$ cat src/rtl/pacman_sprite_draw_pkg.sv
// Shared types and constants for the Pac-Man sprite drawer.
package pacman_sprite_draw_pkg;

    // Sprite edge length in pixels (square sprite).
    localparam int SPRITE_W = 8;

    // Visible screen size, sized to match the coordinate sums.
    localparam logic [8:0] SCREEN_W = 9'd160;
    localparam logic [7:0] SCREEN_H = 8'd120;

    // Pixel colours.
    localparam logic [2:0] BG_COLOUR  = 3'b000;
    localparam logic [2:0] PAC_COLOUR = 3'b110;

    // Facing direction codes; codes above DIR_WAIT behave as DIR_WAIT.
    typedef enum logic [2:0] {
        DIR_RIGHT = 3'b000,
        DIR_UP    = 3'b001,
        DIR_LEFT  = 3'b010,
        DIR_DOWN  = 3'b011,
        DIR_WAIT  = 3'b100
    } dir_t;

    // Redraw sequencer states.
    typedef enum logic [1:0] {
        ST_IDLE  = 2'd0,
        ST_ERASE = 2'd1,
        ST_DRAW  = 2'd2,
        ST_DONE  = 2'd3
    } state_t;

endpackage

$ cat src/rtl/pacman_sprite_draw_if.sv
// Request and VGA pixel-stream bundle for the sprite drawer.
// Handshake: a request is a single-cycle go while busy=0; it is accepted on
// that rising edge and busy stays high until the cycle after done pulses.
// go while busy=1 is ignored. plot qualifies vga_x/vga_y/colour each cycle.
interface pacman_sprite_draw_if;
    logic       go;
    logic [7:0] x_in;
    logic [6:0] y_in;
    logic [2:0] dir_in;
    logic [7:0] vga_x;
    logic [6:0] vga_y;
    logic [2:0] colour;
    logic       plot;
    logic       busy;
    logic       done;

    // Requester side (drives go and the target position).
    modport master (
        output go, x_in, y_in, dir_in,
        input  vga_x, vga_y, colour, plot, busy, done
    );

    // Drawer side.
    modport slave (
        input  go, x_in, y_in, dir_in,
        output vga_x, vga_y, colour, plot, busy, done
    );
endinterface

$ cat src/rtl/pacman_sprite_draw_rom.sv
// Combinational 8x8 sprite bitmaps: one mouth image per direction plus a
// closed disc. Row 0 sits in the top byte, column 0 in the MSB of each row.
module pacman_sprite_rom
    import pacman_sprite_draw_pkg::*;
(
    input  logic [2:0] dir,
    input  logic [2:0] row,
    input  logic [2:0] col,
    output logic       pix
);

    localparam logic [63:0] IMG_RIGHT = {
        8'b00111100, 8'b01111110, 8'b11111100, 8'b11111000,
        8'b11111000, 8'b11111100, 8'b01111110, 8'b00111100
    };
    localparam logic [63:0] IMG_UP = {
        8'b01000010, 8'b11100111, 8'b11100111, 8'b11111111,
        8'b11111111, 8'b11111111, 8'b01111110, 8'b00111100
    };
    localparam logic [63:0] IMG_LEFT = {
        8'b00111100, 8'b01111110, 8'b00111111, 8'b00011111,
        8'b00011111, 8'b00111111, 8'b01111110, 8'b00111100
    };
    localparam logic [63:0] IMG_DOWN = {
        8'b00111100, 8'b01111110, 8'b11111111, 8'b11111111,
        8'b11111111, 8'b11100111, 8'b11100111, 8'b01000010
    };
    localparam logic [63:0] IMG_DISC = {
        8'b00111100, 8'b01111110, 8'b11111111, 8'b11111111,
        8'b11111111, 8'b11111111, 8'b01111110, 8'b00111100
    };

    logic [63:0] img;

    // Select the image by direction, then pick the bit for (row, col).
    always_comb begin
        img = IMG_DISC;
        case (dir)
            DIR_RIGHT: img = IMG_RIGHT;
            DIR_UP:    img = IMG_UP;
            DIR_LEFT:  img = IMG_LEFT;
            DIR_DOWN:  img = IMG_DOWN;
            default:   img = IMG_DISC;
        endcase
        pix = img[~{row, col}];
    end

endmodule

$ cat src/rtl/pacman_sprite_draw.sv
// Sprite redraw sequencer: erases the previous sprite (if any) with the
// background colour, then draws the new one, one pixel per cycle.
module pacman_sprite_draw
    import pacman_sprite_draw_pkg::*;
(
    input  logic                  clock,
    input  logic                  reset_n,
    pacman_sprite_draw_if.slave   bus,
    output state_t                state_dbg
);

    state_t     state_q, state_d;
    logic [5:0] cnt_q, cnt_d;
    logic [7:0] old_x_q, old_x_d;
    logic [6:0] old_y_q, old_y_d;
    logic       old_valid_q, old_valid_d;
    logic [7:0] new_x_q, new_x_d;
    logic [6:0] new_y_q, new_y_d;
    logic [2:0] new_dir_q, new_dir_d;

    logic [2:0] col;
    logic [2:0] row;
    logic [7:0] base_x;
    logic [6:0] base_y;
    logic [8:0] sum_x;
    logic [7:0] sum_y;
    logic       on_screen;
    logic       rom_pix;

    assign col = cnt_q[2:0];
    assign row = cnt_q[5:3];
    assign state_dbg = state_q;

    pacman_sprite_rom u_rom (
        .dir (new_dir_q),
        .row (row),
        .col (col),
        .pix (rom_pix)
    );

    // Next-state logic: capture on go in IDLE, walk 64 pixels per phase.
    always_comb begin
        state_d     = state_q;
        cnt_d       = cnt_q;
        old_x_d     = old_x_q;
        old_y_d     = old_y_q;
        old_valid_d = old_valid_q;
        new_x_d     = new_x_q;
        new_y_d     = new_y_q;
        new_dir_d   = new_dir_q;
        case (state_q)
            ST_IDLE: begin
                if (bus.go) begin
                    new_x_d   = bus.x_in;
                    new_y_d   = bus.y_in;
                    new_dir_d = bus.dir_in;
                    cnt_d     = 6'd0;
                    state_d   = old_valid_q ? ST_ERASE : ST_DRAW;
                end
            end
            ST_ERASE: begin
                cnt_d = cnt_q + 6'd1;
                if (cnt_q == 6'd63) begin
                    cnt_d   = 6'd0;
                    state_d = ST_DRAW;
                end
            end
            ST_DRAW: begin
                cnt_d = cnt_q + 6'd1;
                if (cnt_q == 6'd63) begin
                    cnt_d   = 6'd0;
                    state_d = ST_DONE;
                end
            end
            ST_DONE: begin
                old_x_d     = new_x_q;
                old_y_d     = new_y_q;
                old_valid_d = 1'b1;
                state_d     = ST_IDLE;
            end
            default: state_d = ST_IDLE;
        endcase
    end

    // State registers with synchronous active-low reset.
    always_ff @(posedge clock) begin
        if (!reset_n) begin
            state_q     <= ST_IDLE;
            cnt_q       <= 6'd0;
            old_x_q     <= 8'd0;
            old_y_q     <= 7'd0;
            old_valid_q <= 1'b0;
            new_x_q     <= 8'd0;
            new_y_q     <= 7'd0;
            new_dir_q   <= 3'd0;
        end else begin
            state_q     <= state_d;
            cnt_q       <= cnt_d;
            old_x_q     <= old_x_d;
            old_y_q     <= old_y_d;
            old_valid_q <= old_valid_d;
            new_x_q     <= new_x_d;
            new_y_q     <= new_y_d;
            new_dir_q   <= new_dir_d;
        end
    end

    // Pixel address: widened sums so off-screen pixels are detected, not wrapped.
    always_comb begin
        base_x    = (state_q == ST_ERASE) ? old_x_q : new_x_q;
        base_y    = (state_q == ST_ERASE) ? old_y_q : new_y_q;
        sum_x     = {1'b0, base_x} + {6'd0, col};
        sum_y     = {1'b0, base_y} + {5'd0, row};
        on_screen = (sum_x < SCREEN_W) && (sum_y < SCREEN_H);
    end

    // Output decode; everything is zero outside the two pixel phases.
    always_comb begin
        bus.vga_x  = 8'd0;
        bus.vga_y  = 7'd0;
        bus.colour = 3'd0;
        bus.plot   = 1'b0;
        bus.busy   = (state_q != ST_IDLE);
        bus.done   = (state_q == ST_DONE);
        if (state_q == ST_ERASE || state_q == ST_DRAW) begin
            bus.vga_x  = sum_x[7:0];
            bus.vga_y  = sum_y[6:0];
            bus.plot   = on_screen;
            bus.colour = BG_COLOUR;
            if (state_q == ST_DRAW && rom_pix)
                bus.colour = PAC_COLOUR;
        end
    end

endmodule

$ cat src/flat_wrapper.sv
// flat-port wrapper written by rule: the top's interface ports become plain ports
module pacman_sprite_draw_flat import pacman_sprite_draw_pkg::*;
  (clock, reset_n, state_dbg, bus_go, bus_x_in, bus_y_in, bus_dir_in, bus_vga_x, bus_vga_y, bus_colour, bus_plot, bus_busy, bus_done);
  pacman_sprite_draw_if bus_i ();
  input  logic clock;
  input  logic reset_n;
  output state_t state_dbg;
  input wire logic [$bits(bus_i.go)-1:0] bus_go;
  input wire logic [$bits(bus_i.x_in)-1:0] bus_x_in;
  input wire logic [$bits(bus_i.y_in)-1:0] bus_y_in;
  input wire logic [$bits(bus_i.dir_in)-1:0] bus_dir_in;
  output wire logic [$bits(bus_i.vga_x)-1:0] bus_vga_x;
  output wire logic [$bits(bus_i.vga_y)-1:0] bus_vga_y;
  output wire logic [$bits(bus_i.colour)-1:0] bus_colour;
  output wire logic [$bits(bus_i.plot)-1:0] bus_plot;
  output wire logic [$bits(bus_i.busy)-1:0] bus_busy;
  output wire logic [$bits(bus_i.done)-1:0] bus_done;
  assign bus_i.go = bus_go;
  assign bus_i.x_in = bus_x_in;
  assign bus_i.y_in = bus_y_in;
  assign bus_i.dir_in = bus_dir_in;
  assign bus_vga_x = bus_i.vga_x;
  assign bus_vga_y = bus_i.vga_y;
  assign bus_colour = bus_i.colour;
  assign bus_plot = bus_i.plot;
  assign bus_busy = bus_i.busy;
  assign bus_done = bus_i.done;
  pacman_sprite_draw u_core (.clock(clock), .reset_n(reset_n), .bus(bus_i), .state_dbg(state_dbg));
endmodule
$ cat config.mk
export PLATFORM = sky130hd
export DESIGN_NAME = pacman_sprite_draw_flat
export DESIGN_NICKNAME = d
export VERILOG_FILES = /design/src/rtl/pacman_sprite_draw_pkg.sv /design/src/rtl/pacman_sprite_draw_if.sv /design/src/rtl/pacman_sprite_draw_rom.sv /design/src/rtl/pacman_sprite_draw.sv /design/src/flat_wrapper.sv
export SDC_FILE = /design/constraint.sdc
export NUM_CORES = 1
export LEC_CHECK = 0
export ABC_AREA = 1
export BUFFER_PORTS_ARGS = -buffer_cell sky130_fd_sc_hd__buf_2
export CORE_ASPECT_RATIO = 0.7
export CORE_MARGIN = 5
export CORE_UTILIZATION = 30
export DETAILED_ROUTE_END_ITERATION = 10
export PLACE_DENSITY_LB_ADDON = 0.05
export SLEW_MARGIN = 40
export SYNTH_ARGS = -nofsm -noshare
export SYNTH_HDL_FRONTEND = slang
export SYNTH_SLANG_ARGS = --single-unit
$ cat constraint.sdc
create_clock -name clock -period 3.7 [get_ports clock]
set_clock_uncertainty 0.15 [all_clocks]
set_input_delay 0.74 -clock clock [delete_from_list [all_inputs] [get_ports clock]]
set_output_delay 0.74 -clock clock [all_outputs]
set_load 0.01 [all_outputs]
==> results of run 1 <==
placed cells by master, fill, tap and decap left out, types with 4 or more instances in the layout:
master     instances
a211oi_1           4
a21oi_1           46
buf_2             42
buf_4             11
clkbuf_16          5
dfxtp_1           41
ha_1               9
inv_1             48
nand2_1           81
nand3_1           18
nand4_1            4
nor2_1            33
o21ai_0           48
o21ai_1            8
o21ai_2            6
sequential cells by signal, indices dropped and copies added (netlist names):
register	cells
u_core.old_x_q	8
u_core.new_dir_q	3
u_core.new_y_q	7
u_core.new_x_q	8
u_core.old_y_q	7
u_core.state_dbg	2
u_core.cnt_q	6
u_core.old_valid_q	1
logic make-up after synthesis:
logic type               synth area share, %
buffers and inverters                   11.4
other                                  0.146
adder cells (fa/ha/maj)                 7.38
AND/OR/NAND/NOR                         23.2
XOR/XNOR                                1.36
AO/OA/AOI/OAI                           23.8
flip-flops                              32.6
worst max-delay path, cell delays in order (launching register included):
cell and delay, ps:
dfxtp_2 330, inv_2 50, ha_4 170, buf_6 130, o21ai_2 140, ha_2 200
inv_1 60, fa_2 380, nor2_2 100, o21ai_2 70, nor2_2 170, nand2_1 70
nand2_1 90, nand2_2 70, a21oi_2 120, nor2_1 50, buf_2 130
final cells by class:
| cell class | instances | area (um^2) | area share (%) |
|---|---|---|---|
| Inverter | 52 | 195 | 6.27 |
| Sequential cell | 42 | 842 | 27.0 |
| Clock inverter | 2 | 13.8 | 0.442 |
| Timing Repair Buffer | 54 | 304 | 9.77 |
| Multi-Input combinational cell | 281 | 1500 | 48.1 |
| Tap cell | 105 | 131 | 4.22 |
| Clock buffer | 6 | 129 | 4.14 |
layer usage:
layer / part of all wire (%) / up-vias / global-route usage [%]
met4: 0.49 / 0 / 3.09
li1: - / 1368 / -
met5: 0 / - / 0
met3: 4.2 / 2 / 3.94
met1: 59 / 1140 / 22.5
met2: 36 / 49 / 17.5
worst max-delay path by stage:
stage                         from  endpoint
2_1_floorplan  u_core.state_dbg[1]  bus_plot
3_3_place_gp   u_core.state_dbg[1]  bus_plot
3_5_place_dp   u_core.state_dbg[1]  bus_plot
4_1_cts        u_core.state_dbg[1]  bus_plot
5_1_grt        u_core.state_dbg[1]  bus_plot
6_report       u_core.state_dbg[1]  bus_plot
stage by stage:
stage	area, um^2	hold WS [ps]	setup WS, ps	setup TNS, ps	utilization (%)
floorplan	2580	284	149	0	-
global placement	2860	305	345	0	34.1
detailed placement	2860	310	249	0	34.1
CTS	3010	322	71.3	0	35.8
global route	3110	356	-26.5	-26.5	37.0
finish	3110	325	164	0	37.0
where the power goes:
group          leakage, nW  internal (mW)  total, mW  switching (mW)
Clock               0.0708          0.251      0.443           0.192
Combinational         1.02          0.316      0.921           0.604
Sequential           0.344          0.557      0.625          0.0677
Total                 1.43           1.12       1.99           0.864
what timing repair did:
action	in CTS	in global routing
endpoints found under the hold margin	0	0
gates resized for setup	4	21
setup buffers	0	6
endpoints found under the setup margin	1	3
pin swaps	0	6
==> results.py, run 1 <==
metrics = {
    "detailed_routing": {
        "drt_iter0_markers": 149,
        "vias_per_cell": 4.72,
        "drc": 0,
        "wl_um": 7400,
        "drt-pass1-iter-count": 4,
        "vias": 2559,
        "routedWlPerCell_um": 13.6,
        "final_antenna_net_count": 0,
    },
    "logic_synthesis": {
        "syn_nets": 428,
        "yosys-top-cells-area": "dfxtp_1, nand2_1, o21ai_0",
        "synth-main-ff-cell": "dfxtp_1",
        "synth_most_common_cell": "nand2_1",
        "synth_area_um2": 2580,
        "yosysTopAreaCell": "dfxtp_1",
        "synth_top_cells_by_count": "nand2_1, o21ai_0, inv_1",
        "ys_warn_count": 0,
        "synth_edf_count": 0,
        "yosysTopAreaCellShare_pct": 32.6,
        "postSynthAreaPerCell_um2": 6.56,
        "yosysSeqAreaShare_pct": 32.6,
        "syn_inst": 393,
        "synthArstFlopShare_pct": 0,
        "yosys_register_bits": 42,
        "ys_types": 30,
    },
    "timing": {
        "hold_viol": 0,
        "finalSetupViolCount": 0,
        "slew_headroom_pct": 62.5,
        "max_freq_mhz": 283,
        "period_needed_ps": 3540,
        "drv_slew": 0,
        "finalCritPeriodShare_pct": 95.6,
        "tightest_slew_ps": 562,
    },
    "worst_hold_path": {
        "worstHoldPathCells": 2,
        "hp-start": "u_core.old_valid_q",
        "holdPathEnd": "u_core.old_valid_q",
        "min_path_type": "reg -> reg",
    },
    "global_routing": {
        "grt_max_degree": 37,
        "track_usage_pct": 13.9,
        "grt-ovfl-total": 0,
        "grt_pass1_wl_um": 11400,
        "grt_pass1_vias": 2168,
        "antenna_found_initial": 0,
    },
    "pwr": {
        "power_mw": 1.99,
        "leakage_nw": 1.43,
        "powerDensity_nw_per_um2": 639,
        "irDropWorstVdd_mv": 0.243,
    },
    "critical_path": {
        "startpoint_type": "register",
        "cp.required_ps": 2810,
        "worstReg2RegStart": "u_core.state_dbg[0]",
        "endpoint_kind": "output port",
        "reg2reg_slack_ps": 1620,
        "worst-path-max-fanout": 6,
        "worstPathArrival_ps": 2650,
        "crit_type": "reg -> out",
        "regToRegEndpoint": "u_core.cnt_q[4]",
        "reg2reg_depth": 8,
    },
    "placement": {
        "place_congestion": 0.842,
        "io_buffers": 42,
        "place_hpwl_um": 5520,
        "dp.cells": 528,
    },
    "cells_and_area": {
        "stdcell_count": 542,
        "drive_above_1_share_pct": 19.7,
        "nets": 471,
        "syn_to_final_growth_pct": 20.8,
        "n_antenna_cell": 0,
        "fill_cells": 924,
    },
    "clock_tree": {
        "clkLatencyLatePin_ps": 290,
        "numClockSinks": 42,
        "path_clk_slew_ps": 60,
        "clk_path_buf_depth": 2,
        "clockRootBuffer": "clkbuf_16",
        "hold_buffers": 0,
        "cts_buffers": 5,
        "cts_tree": "built",
        "htree_levels": 2,
    },
    "die": {
        "die_w_um": 121,
        "die-area_um2": 10600,
        "start_util_pct": 30.6,
        "io_pins": 44,
        "rows": 28,
        "core_um2": 8410,
        "dieHeight_um": 87.5,
    },
    "outcome": {
        "status": "completed",
    },
    "run": {
        "drv_cap": 0,
    },
}
No activity file was read; power rests on OpenSTA's default activity.
==> run 2: changes to the inputs <==
RECOVER_POWER = 25   (was unset)
TNS_END_PERCENT = 100   (was unset)
==> run 2 against run 1 <==
  * Sequential share of layout area is 0.065 points higher
  * Die area stayed put
  * First-iteration DRC count fell by 11%
  * Count of clock-buffer cells in the layout stayed put
  * Final cell count unchanged
  * Clock power is essentially flat
  * Maximum frequency is 0.19% higher
  * Wire length hardly changed
  * Highest routed layer unchanged
==> results.py, run 2 (synthesized netlist as in run 1, its figures left out) <==
metrics = {
    "outcome": {
        "status": "completed",
    },
    "pwr": {
        "irDropWorstVdd_mv": 0.243,
        "leakage_nw": 1.43,
        "powerDensity_nw_per_um2": 638,
    },
    "clock_tree": {
        "htree_levels": 2,
        "clkLatencyLatePin_ps": 290,
        "clk_path_buf_depth": 2,
        "path_clk_slew_ps": 60,
        "numClockSinks": 42,
        "hold_buffers": 0,
        "cts_tree": "built",
        "clockRootBuffer": "clkbuf_16",
        "cts_buffers": 5,
    },
    "run": {
        "drv_cap": 0,
    },
    "cells_and_area": {
        "nets": 471,
        "fill_cells": 926,
        "n_antenna_cell": 0,
        "syn_to_final_growth_pct": 20.5,
        "top_regs": "u_core.new_x_q (8), u_core.old_x_q (8)",
        "drive_above_1_share_pct": 19.2,
        "utilization_pct": 36.9,
        "mostFrequentLayoutCell": "nand2_1",
        "final_cell_mix": "nand2_1, inv_1, o21ai_0",
    },
    "global_routing": {
        "track_usage_pct": 13.9,
        "grt-ovfl-total": 0,
        "antenna_found_initial": 0,
        "grt_pass1_vias": 2168,
        "grt_pass1_wl_um": 11400,
        "grt_max_degree": 37,
    },
    "die": {
        "die-area_um2": 10600,
        "start_util_pct": 30.6,
        "dieHeight_um": 87.5,
        "core_um2": 8410,
        "die_w_um": 121,
        "rows": 28,
        "io_pins": 44,
    },
    "critical_path": {
        "cp_slowest_stage_delay_ps": 380,
        "endpoint_kind": "output port",
        "worst-path-max-fanout": 6,
        "worst_path_max_delay_cell": "fa_2",
        "critPathBufInv": 4,
        "crit_type": "reg -> out",
        "cp.required_ps": 2810,
        "cp_cell_sequence": "inv_2 -> ha_4 -> buf_6 -> o21ai_2 -> ha_2 -> inv_1 -> fa_2 -> nor2_2 -> o21ai_2 -> nor2_2 -> nand2_1 -> nand2_1 -> nand2_2 -> a21oi_2 -> nor2_1 -> buf_2",
        "startpoint_type": "register",
        "worstPathArrival_ps": 2640,
        "crit_family": "adder cells",
    },
    "detailed_routing": {
        "routedWlPerCell_um": 13.6,
        "drc": 0,
        "drt-pass1-iter-count": 4,
        "vias_per_cell": 4.78,
        "wl_um": 7390,
        "drt_iter0_markers": 133,
        "vias": 2589,
        "final_antenna_net_count": 0,
    },
    "timing": {
        "period_needed_ps": 3530,
        "finalSetupViolCount": 0,
        "hold_viol": 0,
        "slew_headroom_pct": 20.1,
        "holdWs_ps": 324,
        "max_freq_mhz": 283,
        "finalCritPeriodShare_pct": 95.4,
        "drv_slew": 0,
        "tightest_slew_ps": 1200,
        "setup_tns_ps": 0,
    },
    "placement": {
        "place_congestion": 0.842,
        "place_hpwl_um": 5520,
        "io_buffers": 42,
    },
    "worst_hold_path": {
        "min_path_type": "reg -> reg",
    },
}
==> run 2: cell type report <==
class	count	area [um^2]	share of cell area (%)
Timing Repair Buffer	54	297	9.55
Sequential cell	42	842	27.1
Tap cell	105	131	4.23
Clock buffer	6	129	4.15
Multi-Input combinational cell	281	1500	48.2
Clock inverter	2	13.8	0.443
Inverter	52	195	6.29
==> run 2: stage by stage <==
| stage | cell area (um^2) | total power [mW] | std cells | setup slack [ps] |
|---|---|---|---|---|
| final | 3110 | 1.98 | 542 | 170 |
| after CTS | 3010 | 1.94 | 536 | 71.3 |
| after global routing | 3110 | 2.15 | 542 | -26.5 |
| after global placement | 2860 | 1.49 | 528 | 345 |
| after floorplan | 2580 | 1.21 | 393 | 149 |
| after detailed placement | 2860 | 1.48 | 528 | 249 |
==> run 2: path summary, 6_finish.rpt <==
kind	start	endpoint	slack, ps	cells past startpoint
max	u_core.state_dbg[1]	bus_plot	170	16
min	u_core.old_valid_q	u_core.old_valid_q	320	2
max reg2reg	u_core.state_dbg[0]	u_core.old_x_q[2]	1230	5
min reg2reg	u_core.old_valid_q	u_core.old_valid_q	320	2
==> run 2: routing by layer <==
layer | global-route usage [%] | vias up | wire length (um)
li1 | - | 1369 | -
met1 | 22.5 | 1153 | 4270
met5 | 0 | - | 0
met3 | 3.94 | 2 | 400
met2 | 17.5 | 65 | 2680
met4 | 3.09 | 0 | 36
==> run 2: report_power, final <==
group	switching (mW)	internal, mW
clock	0.190	0.251
combinational	0.604	0.312
sequential	0.0670	0.557
==> run 2: what timing repair did <==
item,in CTS,in global routing
setup endpoints to repair,1,3
setup buffers,0,6
resized for setup,4,21
pin swaps,0,6
cloned,0,0
==> run 2: worst min-delay path: cells and delay by family (launching register included) <==
family	cells	cell delay, ps
AND/OR/NAND/NOR	2	110
flip-flops	1	330
